`src/rtl/wb_bypass_stage_if.sv`:
```
// Bundles the lane results, branch resolution masks, bypass buses and register-file
// write ports of the writeback/bypass stage. Master drives lanes and masks; slave is the stage.
interface wb_bypass_stage_if #(
    parameter int WIDTH_REG = 5,
    parameter int WIDTH_BRM = 4
);
    localparam int RES_W = 1 + WIDTH_BRM + WIDTH_REG + 32;
    localparam int BUS_W = 33 + WIDTH_REG;

    // Lane result: {VAL, BRMASK, RD, DATA}
    logic [RES_W-1:0]     res    [4];
    logic [WIDTH_BRM-1:0] brkill;
    logic [WIDTH_BRM-1:0] brok;
    // Bypass bus / write port: {VAL|WE, RD, DATA}
    logic [BUS_W-1:0]     bypass [7];
    logic [BUS_W-1:0]     wr     [4];

    modport master (output res, brkill, brok, input bypass, wr);
    modport slave  (input res, brkill, brok, output bypass, wr);
endinterface

```
`src/rtl/wb_bypass_stage.sv`:
```
// Writeback/bypass stage: registers four lanes, drives RF writes and seven bypass buses; stage 2 under `WB_BYPASS_STAGE2_EN.
// Latency: lane input -> bypass0..3/wr0..3 one cycle, bypass4..6 two cycles; kills gate outputs combinationally.
// Backpressure: none, every entry advances one stage per cycle unconditionally.
module wb_bypass_stage #(
    parameter int WIDTH_REG = 5,
    parameter int WIDTH_BRM = 4
) (
    input  logic             i_clk,
    input  logic             i_rst,
    wb_bypass_stage_if.slave bus
);
    localparam int DATA_LO = 0;
    localparam int RD_LO   = 32;
    localparam int MASK_LO = 32 + WIDTH_REG;
    localparam int VAL_BIT = 32 + WIDTH_REG + WIDTH_BRM;

    logic                 res_val  [4];
    logic [WIDTH_BRM-1:0] res_mask [4];
    logic [WIDTH_REG-1:0] res_rd   [4];
    logic [31:0]          res_data [4];

    logic                 val1  [4];
    logic [WIDTH_BRM-1:0] mask1 [4];
    logic [WIDTH_REG-1:0] rd1   [4];
    logic [31:0]          data1 [4];
    logic                 live1 [4];

    for (genvar k = 0; k < 4; k++) begin : g_lane
        assign res_val[k]  = bus.res[k][VAL_BIT];
        assign res_mask[k] = bus.res[k][MASK_LO +: WIDTH_BRM];
        assign res_rd[k]   = bus.res[k][RD_LO +: WIDTH_REG];
        assign res_data[k] = bus.res[k][DATA_LO +: 32];

        // A kill arriving this cycle must suppress the forward and the write at once.
        assign live1[k]      = val1[k] & ~|(mask1[k] & bus.brkill);
        assign bus.bypass[k] = {live1[k], rd1[k], data1[k]};
        assign bus.wr[k]     = {live1[k], rd1[k], data1[k]};
    end

    always_ff @(posedge i_clk) begin
        for (int k = 0; k < 4; k++) begin
            if (i_rst) begin
                val1[k]  <= 1'b0;
                mask1[k] <= '0;
                rd1[k]   <= '0;
                data1[k] <= '0;
            end else begin
                // p0 is hard-wired, so RD==0 never produces a valid result.
                val1[k]  <= res_val[k] & (res_rd[k] != '0) & ~|(res_mask[k] & bus.brkill);
                mask1[k] <= res_mask[k] & ~bus.brok;
                rd1[k]   <= res_rd[k];
                data1[k] <= res_data[k];
            end
        end
    end

`ifdef WB_BYPASS_STAGE2_EN
    logic                 val2  [3];
    logic [WIDTH_BRM-1:0] mask2 [3];
    logic [WIDTH_REG-1:0] rd2   [3];
    logic [31:0]          data2 [3];

    // Holds lanes 0..2 one more cycle to cover register-file write-to-read latency.
    always_ff @(posedge i_clk) begin
        for (int k = 0; k < 3; k++) begin
            if (i_rst) begin
                val2[k]  <= 1'b0;
                mask2[k] <= '0;
                rd2[k]   <= '0;
                data2[k] <= '0;
            end else begin
                val2[k]  <= live1[k];
                mask2[k] <= mask1[k] & ~bus.brok;
                rd2[k]   <= rd1[k];
                data2[k] <= data1[k];
            end
        end
    end

    for (genvar k = 0; k < 3; k++) begin : g_stage2
        assign bus.bypass[4+k] = {val2[k] & ~|(mask2[k] & bus.brkill), rd2[k], data2[k]};
    end
`else
    for (genvar k = 0; k < 3; k++) begin : g_stage2_off
        assign bus.bypass[4+k] = '0;
    end
`endif
endmodule
```
`src/flat_wrapper.sv`:
```
// flat-port wrapper written by rule: the top's interface ports become plain ports
module wb_bypass_stage_flat 
#(
    parameter int WIDTH_REG = 5,
    parameter int WIDTH_BRM = 4
)
  (i_clk, i_rst, bus_res, bus_brkill, bus_brok, bus_bypass, bus_wr);
  wb_bypass_stage_if #(.WIDTH_REG(WIDTH_REG), .WIDTH_BRM(WIDTH_BRM)) bus_i ();
  input  logic i_clk;
  input  logic i_rst;
  input wire logic [$bits(bus_i.res)-1:0] bus_res;
  input wire logic [$bits(bus_i.brkill)-1:0] bus_brkill;
  input wire logic [$bits(bus_i.brok)-1:0] bus_brok;
  output wire logic [$bits(bus_i.bypass)-1:0] bus_bypass;
  output wire logic [$bits(bus_i.wr)-1:0] bus_wr;
  assign bus_i.res = {>>{bus_res}};
  assign bus_i.brkill = bus_brkill;
  assign bus_i.brok = bus_brok;
  assign bus_bypass = {>>{bus_i.bypass}};
  assign bus_wr = {>>{bus_i.wr}};
  wb_bypass_stage #(.WIDTH_REG(WIDTH_REG), .WIDTH_BRM(WIDTH_BRM)) u_core (.i_clk(i_clk), .i_rst(i_rst), .bus(bus_i));
endmodule
```
`config.mk`:
```
export PLATFORM = sky130hd
export DESIGN_NAME = wb_bypass_stage_flat
export DESIGN_NICKNAME = d
export VERILOG_FILES = /design/src/rtl/wb_bypass_stage_if.sv /design/src/rtl/wb_bypass_stage.sv /design/src/flat_wrapper.sv
export SDC_FILE = /design/constraint.sdc
export NUM_CORES = 1
export LEC_CHECK = 0
export ABC_AREA = 1
export BUFFER_PORTS_ARGS = -buffer_cell sky130_fd_sc_hd__buf_2
export CAP_MARGIN = 20
export CORE_AREA = 3 3 231 233
export DETAILED_ROUTE_END_ITERATION = 8
export DIE_AREA = 0 0 234 236
export PLACE_DENSITY = 0.33
export SLEW_MARGIN = 10
export SYNTH_ARGS = -nofsm -noshare
export SYNTH_HDL_FRONTEND = slang
export SYNTH_SLANG_ARGS = --single-unit
```
`constraint.sdc`:
```
create_clock -name i_clk -period 0.82 [get_ports i_clk]
set_input_delay 0.123 -clock i_clk [delete_from_list [all_inputs] [get_ports i_clk]]
set_output_delay 0.123 -clock i_clk [all_outputs]
set_load 0.1 [all_outputs]
```
==> results of run 1 <==
## repair_timing
action                                  CTS  global route
hold buffers                            174             0
gates resized for setup                   4            11
pin swaps                                 5             3
endpoints found under the hold margin   168             0
endpoints found under the setup margin  304           305
## layout by cell type (no fill, tap or decap), types with 3 or more instances in the layout
master,synthesis,routed
dfxtp_4,0,148
clkbuf_1,1,4
nor2_1,181,177
nor2_4,0,4
nand3_2,0,5
buf_2,5,176
nand2_2,0,8
clkbuf_16,0,19
nand3_1,10,5
clkinv_2,0,3
conb_1,1,114
dfxtp_2,0,5
nand2_1,58,50
inv_1,152,152
clkbuf_8,0,3
dfxtp_1,168,15
buf_4,266,20
buf_12,0,311
dlygate4sd3_1,0,174
## registers in the layout, indices dropped and copies added (netlist names)
register	flops
u_core.val1	4
u_core.rd1	20
u_core.data1	128
u_core.mask1	16
## synth_stat cells (all sizes together)
cell / n
a21oi: 2
clkbuf: 2
nor2: 182
nand2: 58
nand3: 10
dfxtp: 168
a21boi: 2
inv: 153
conb: 1
buf: 285
## logic make-up after synthesis
logic type      synth area share [%]
compound gates                0.3520
other cells                  0.05276
simple gates                   13.41
buf+inv                        38.87
flops                          47.32
## worst paths after layout
kind,from,to,depth (start not counted)
min,i_rst,u_core.rd1[1][8],3
max,u_core.mask1[1][2],bus_bypass[227],4
## routing by layer
layer  global-route usage, %  vias to the layer above  wire length [µm]
met5                       0                        -                13
met4                   3.506                        2               413
met3                   4.058                       25              2904
met2                   18.23                      377             14400
met1                   9.848                     2818              9773
li1                        -                     3134                 -
## layout make-up
class	instances	area, µm²
repair buffers	681	8999
flip-flops and latches	168	3925
multi-input cells	368	1481
clock inverters	6	60.06
well taps	680	850.8
fillers	5235	34980
inverters	153	574.3
clock buffers	26	531.8
## report_power, final
part | switching, mW | internal (mW) | total (mW)
registers | 0.652 | 8.41 | 9.06
clock network | 3.47 | 4.77 | 8.24
logic | 9.21 | 4.10 | 13.3
==> summary.md, run 1 <==
| Metric | Value |
|---|---|
| CP arrival | `1340 ps` |
| Antenna cells | `0` |
| Unique masters post-synth | `15` |
| Worst setup margin | `-642.2 ps` |
| CP max stage cell | `dfxtp_2` |
| Global-route wire length before repair | `between 40 and 50 mm` |
| Leak pwr | `7.721 nW` |
| Nets | `1567` |
| Share of cells above drive strength 1 | `about half` |
| Vias in the first global route | `6594` |
| RSZ-0062 raised after global routing | `true` |
| TritonRoute pass-1 iters | `5` |
| Port bufs | `approximately 480` |
| Routed vias | `6356` |
| IO Pins | `between 500 and 600` |
| Area contributors post-synth | `dfxtp_1, buf_4, nor2_1` |
| Starting Density | `13.83%` |
| Setup CP Type | `reg2out` |
| Drt wl/cell | `13.21 µm` |
| Final core utilization | `between 30% and 40%` |
| H-tree depth | `4` |
| Synth Instances | `863` |
| Top cell type's share of synthesized area | `47.32%` |
| Final max-slew violation count | `0` |
| CTS tree | `built` |
| DR iter-0 viols | `120` |
| Maximum VDD drop | `1.352 mV` |
| Design Area, Final | `16420 µm²` |
| Pre-CTS WS | `-204.8 ps` |
| MaxCap Viol Count | `0` |
| Gr ovfl total | `0` |
| Std-Cell Core Area | `51410 µm²` |
| Crit path max fanout | `2` |
| Fin crit share | `178.3%` |
| Die W | `234 µm` |
| Post-route minimum period | `1462 ps` |
| CP top delay family | `simple AND/OR/NAND/NOR gates` |
| ANT nets after route | `0` |
| WHS | `45.40 ps` |
| Synth Area per Inst | `8.236 µm²` |
| Most frequent CP cell | `nand2_2` |
| Largest net degree at the start of global routing | `22` |
| Failing checks | `setup timing` |
| Pwr per Cell Area | `1864 nW/µm²` |
| Largest stage delay, worst path | `320 ps` |
| Via/cell ratio | `3.053` |
| Placed Cells | `1876` |
| Placer congestion estimate | `0.7530` |
| Yosys top cell by area | `dfxtp_1` |
| Setup TNS | `-101060 ps` |
| Layout area overhead | `131.0%` |
| # rows | `83` |
| Fmax | `683.9 MHz` |
| CP cell instances | `nand2_2 -> nand2_2 -> nor2_4 -> buf_12` |
| CTS root buf | `clkbuf_16` |
| Flops & latches, synth | `roughly 170` |
| HPWL Detailed | `22.91 mm` |
| Mapped Area | `7108 µm²` |
| # DRC | `0` |
| CTS Buf Count | `17` |
| YS warnings | `0` |
| Final Hold Vio Count | `0` |
| Required time at the worst-slack endpoint | `700 ps` |
| Fin cells | `2082` |
| Routed WL | `27.50 mm` |
| Worst Hold Class | `in2reg` |
| Die H | `236 µm` |
| Worst path bufs/invs | `1` |
| Final setup violation count | `slightly above 300` |
| CTS Sinks | `168` |
| Startpoint types | `flop` |
| Die Area | `55220 µm²` |
| Register area share after synthesis | `47.32%` |
| Clock Tree Buf Depth | `2` |
| Crit end category | `output port` |
| Total power | `30.61 mW` |
| Post-CTS Repair Setup Buffers | `0` |
| Area post-placement | `14050 µm²` |
| Initial antenna violation count | `2` |
| Total track usage | `9.877%` |
| Reg clk slew, reported paths | `~70 ps` |
| Status | `finished, violations left` |
Power figures use the tool's default switching activity.
==> run 2: changes to the inputs <==
--- a/config.mk
+++ b/config.mk
@@ -5,13 +5,12 @@
 export SDC_FILE = /design/constraint.sdc
 export NUM_CORES = 1
 export LEC_CHECK = 0
-export ABC_AREA = 1
 export BUFFER_PORTS_ARGS = -buffer_cell sky130_fd_sc_hd__buf_2
 export CAP_MARGIN = 20
 export CORE_AREA = 3 3 231 233
 export DETAILED_ROUTE_END_ITERATION = 8
 export DIE_AREA = 0 0 234 236
-export PLACE_DENSITY = 0.33
+export PLACE_DENSITY = 0.32
 export SLEW_MARGIN = 10
 export SYNTH_ARGS = -nofsm -noshare
 export SYNTH_HDL_FRONTEND = slang
==> summary.md, run 2 <==
| Metric | Value |
|---|---|
| # DRC | `0 (unchanged)` |
| EDFF count, synth | `0 (unchanged)` |
| Commonest non-fill, non-tap cells in the layout | `buf_12, buf_2, dlygate4sd3_1, nor2b_1, dfxtp_4` |
| TritonRoute pass-1 iters | `4 (-1)` |
| Drt wl/cell | `15.80 µm (+20%)` |
| Hold path endpoint | `u_core.val1[2]` |
| Post-route minimum period | `1738 ps (+276.2 ps)` |
| Yosys top cell by area | `dfxtp_1` |
| WHS | `29.41 ps (-15.99 ps)` |
| Die H | `236 µm (unchanged)` |
| Clock Tree Buf Depth | `2 (unchanged)` |
| Fill cells | `5211 (-0.46%)` |
| Largest register FFs | `128 (unchanged)` |
| Placer congestion estimate | `0.7467 (-0.84%)` |
| IO Pins | `596 (unchanged)` |
| Initial antenna violation count | `0 (-2)` |
| Crit end category | `output port` |
| Fmax | `575.2 MHz (-16%)` |
| Worst setup margin | `-918.5 ps (-276.2 ps)` |
| Final Hold Vio Count | `0 (unchanged)` |
| Status | `finished, violations left` |
| Antenna cells | `0 (unchanged)` |
| Commonest non-fill, non-tap cell in the layout | `buf_12` |
| Unique masters post-synth | `18 (+3)` |
| Die Area | `55220 µm² (unchanged)` |
| CTS root buf | `clkbuf_16` |
| # rows | `83 (unchanged)` |
| Layout area overhead | `138.5%` |
| Global-route wire length before repair | `41.97 mm (+4.4%)` |
| Vias in the first global route | `6149 (-6.7%)` |
| Total track usage | `10.70% (+0.83 points)` |
| Final setup violation count | `308 (+1.3%)` |
| CTS Buf Count | `17 (unchanged)` |
| Startpoint types | `flop` |
| Synth Area per Inst | `10.27 µm² (+25%)` |
| Crit path max fanout | `2 (unchanged)` |
| Nets | `1360 (-13%)` |
| DR iter-0 viols | `139 (+16%)` |
| Final core utilization | `31.22% (-0.73 points)` |
| Register area share after synthesis | `49.98% (+2.7 points)` |
| Synth Instances | `655 (-24%)` |
| Count leader, synth | `buf_4` |
| Top reg by flops | `u_core.data1` |
| Required time at the worst-slack endpoint | `700 ps (about the same)` |
| H-tree depth | `4 (unchanged)` |
| CTS tree | `built` |
| Reg clk slew, reported paths | `70 ps (about the same)` |
| Final max-slew violation count | `0 (unchanged)` |
| Largest regs | `u_core.data1: 128 flops, u_core.rd1: 20 flops, u_core.mask1: 16 flops` |
| Starting Density | `13.09% (-0.74 points)` |
| Area contributors post-synth | `dfxtp_1, buf_4, nor2b_1` |
| Placed Cells | `1673 (-11%)` |
| Leak pwr | `6.812 nW (-12%)` |
| MaxCap Viol Count | `0 (unchanged)` |
| Top sig layer | `met4` |
| Port bufs | `481 (unchanged)` |
| Die W | `234 µm (unchanged)` |
| Setup TNS | `-104390 ps (-3336 ps)` |
| Worst Hold Class | `in2reg` |
| RSZ-0062 raised after global routing | `true` |
| Flops & latches, synth | `168 (unchanged)` |
| Hold Path Depth | `4 (+1)` |
| Hold Crit Start | `bus_res[81]` |
| Std-Cell Core Area | `51410 µm² (unchanged)` |
| Maximum VDD drop | `1.270 mV (-6.0%)` |
| Setup CP Type | `reg2out` |
| DR WL met2 | `16.95 mm (+18%)` |
| Largest net degree at the start of global routing | `21 (-4.5%)` |
| Routed vias | `5687 (-11%)` |
| Fin crit share | `212.0% (+34 points)` |
| CP arrival | `1620 ps (+280 ps)` |
| Routed WL | `29.62 mm (+7.7%)` |
| Prevailing post-synth register cell | `dfxtp_1` |
| Asr flop ratio synth | `0% (unchanged)` |
| Metal3 WL | `2.369 mm (-18%)` |
| Pwr per Cell Area | `1917 nW/µm² (+2.8%)` |
| Top cell type's share of synthesized area | `49.98% (+2.7 points)` |
| CTS Sinks | `168 (unchanged)` |
| Gr ovfl total | `0 (unchanged)` |
| Fin cells | `1875 (-9.9%)` |
| DRT met1 WL | `9.694 mm (-0.81%)` |
| YS warnings | `0 (unchanged)` |
| Mapped Area | `6729 µm² (-5.3%)` |
| HPWL Detailed | `24.28 mm (+6.0%)` |
| ANT nets after route | `0 (unchanged)` |
| Share of cells above drive strength 1 | `58.16% (+7.7 points)` |
| Most instantiated cells after synthesis | `buf_4, dfxtp_1, nor2b_1` |
| Via/cell ratio | `3.033 (-0.65%)` |
| Failing checks | `setup timing` |
[run 2: cell types whose count changed in the layout (fill, tap and decap cells not counted), moves of 6 or more]
cell / previous run / this run
nand2_2: 8 / 0
nor2_1: 177 / 3
nand2_1: 50 / 4
and2_1: 0 / 16
inv_1: 152 / 4
buf_4: 20 / 26
a222oi_1: 0 / 8
nor2b_1: 0 / 148
[run 2: layout make-up]
type	count	area, µm²	area share, %
clock buffers	20	436.7	2.721
flip-flops and latches	168	3919	24.42
well taps	680	850.8	5.302
repair buffers	681	8955	55.80
inverters	4	15.01	0.09356
multi-input cells	310	1722	10.73
clock inverters	12	150.1	0.9356
[run 2: worst max-delay path by stage]
| stage | end | cells past startpoint | from |
|---|---|---|---|
| after floorplan | bus_wr[113] | 3 | u_core.mask1[1][0] |
| after global placement | u_core.val1[3] | 5 | bus_brkill[0] |
| after detailed placement | u_core.val1[3] | 5 | bus_brkill[0] |
| after CTS | bus_wr[37] | 3 | u_core.mask1[3][0] |
| after global routing | bus_wr[151] | 3 | u_core.mask1[0][0] |
| final | bus_bypass[227] | 3 | u_core.mask1[1][0] |
[run 2: kinds of logic (layout without fill, tap and decap cells)]
| kind of cell | after synthesis | after routing | synth area share, % |
|---|---|---|---|
| buf+inv | 290 | 717 | 31.15 |
| simple gates | 180 | 180 | 16.51 |
| flops | 168 | 168 | 49.98 |
| other cells | 1 | 114 | 0.05573 |
| compound gates | 16 | 16 | 2.306 |
[run 2: power by group]
part	leakage, nW	switching [mW]	internal (mW)	total (mW)
Sequential	1.48	0.663	8.40	9.07
Clock	0.283	3.70	4.77	8.47
Combinational	5.05	9.09	4.13	13.2
[run 2: worst max-delay path, stage by stage (launching register included)]
cell      delay [ps]
dfxtp_1          300
a222oi_1         360
and3_4           300
buf_12           180
[run 2: stage by stage]
step                      power, mW  setup slack, ps  instance area (µm²)
final                         30.76           -918.5                16050
after detailed placement      21.89           -582.7                13750
after floorplan               19.41           -579.8                 9637
after global placement        21.88           -543.8                13750
after global routing          31.97            -1031                16050
after CTS                     31.42            -1010                16040
[run 2: timing repair]
action / CTS / global route
gates resized for setup: 0 / 2
hold buffers: 170 / 5
pin swaps: 4 / 7
setup buffers: 0 / 0
setup endpoints to repair: 305 / 312
hold endpoints to repair: 168 / 5
[run 2: routing by layer]
layer	global-route usage, %	vias to the layer above
met2	20.97	323
met4	4.248	0
met5	0	-
met1	10.18	2617
li1	-	2720
met3	3.249	27
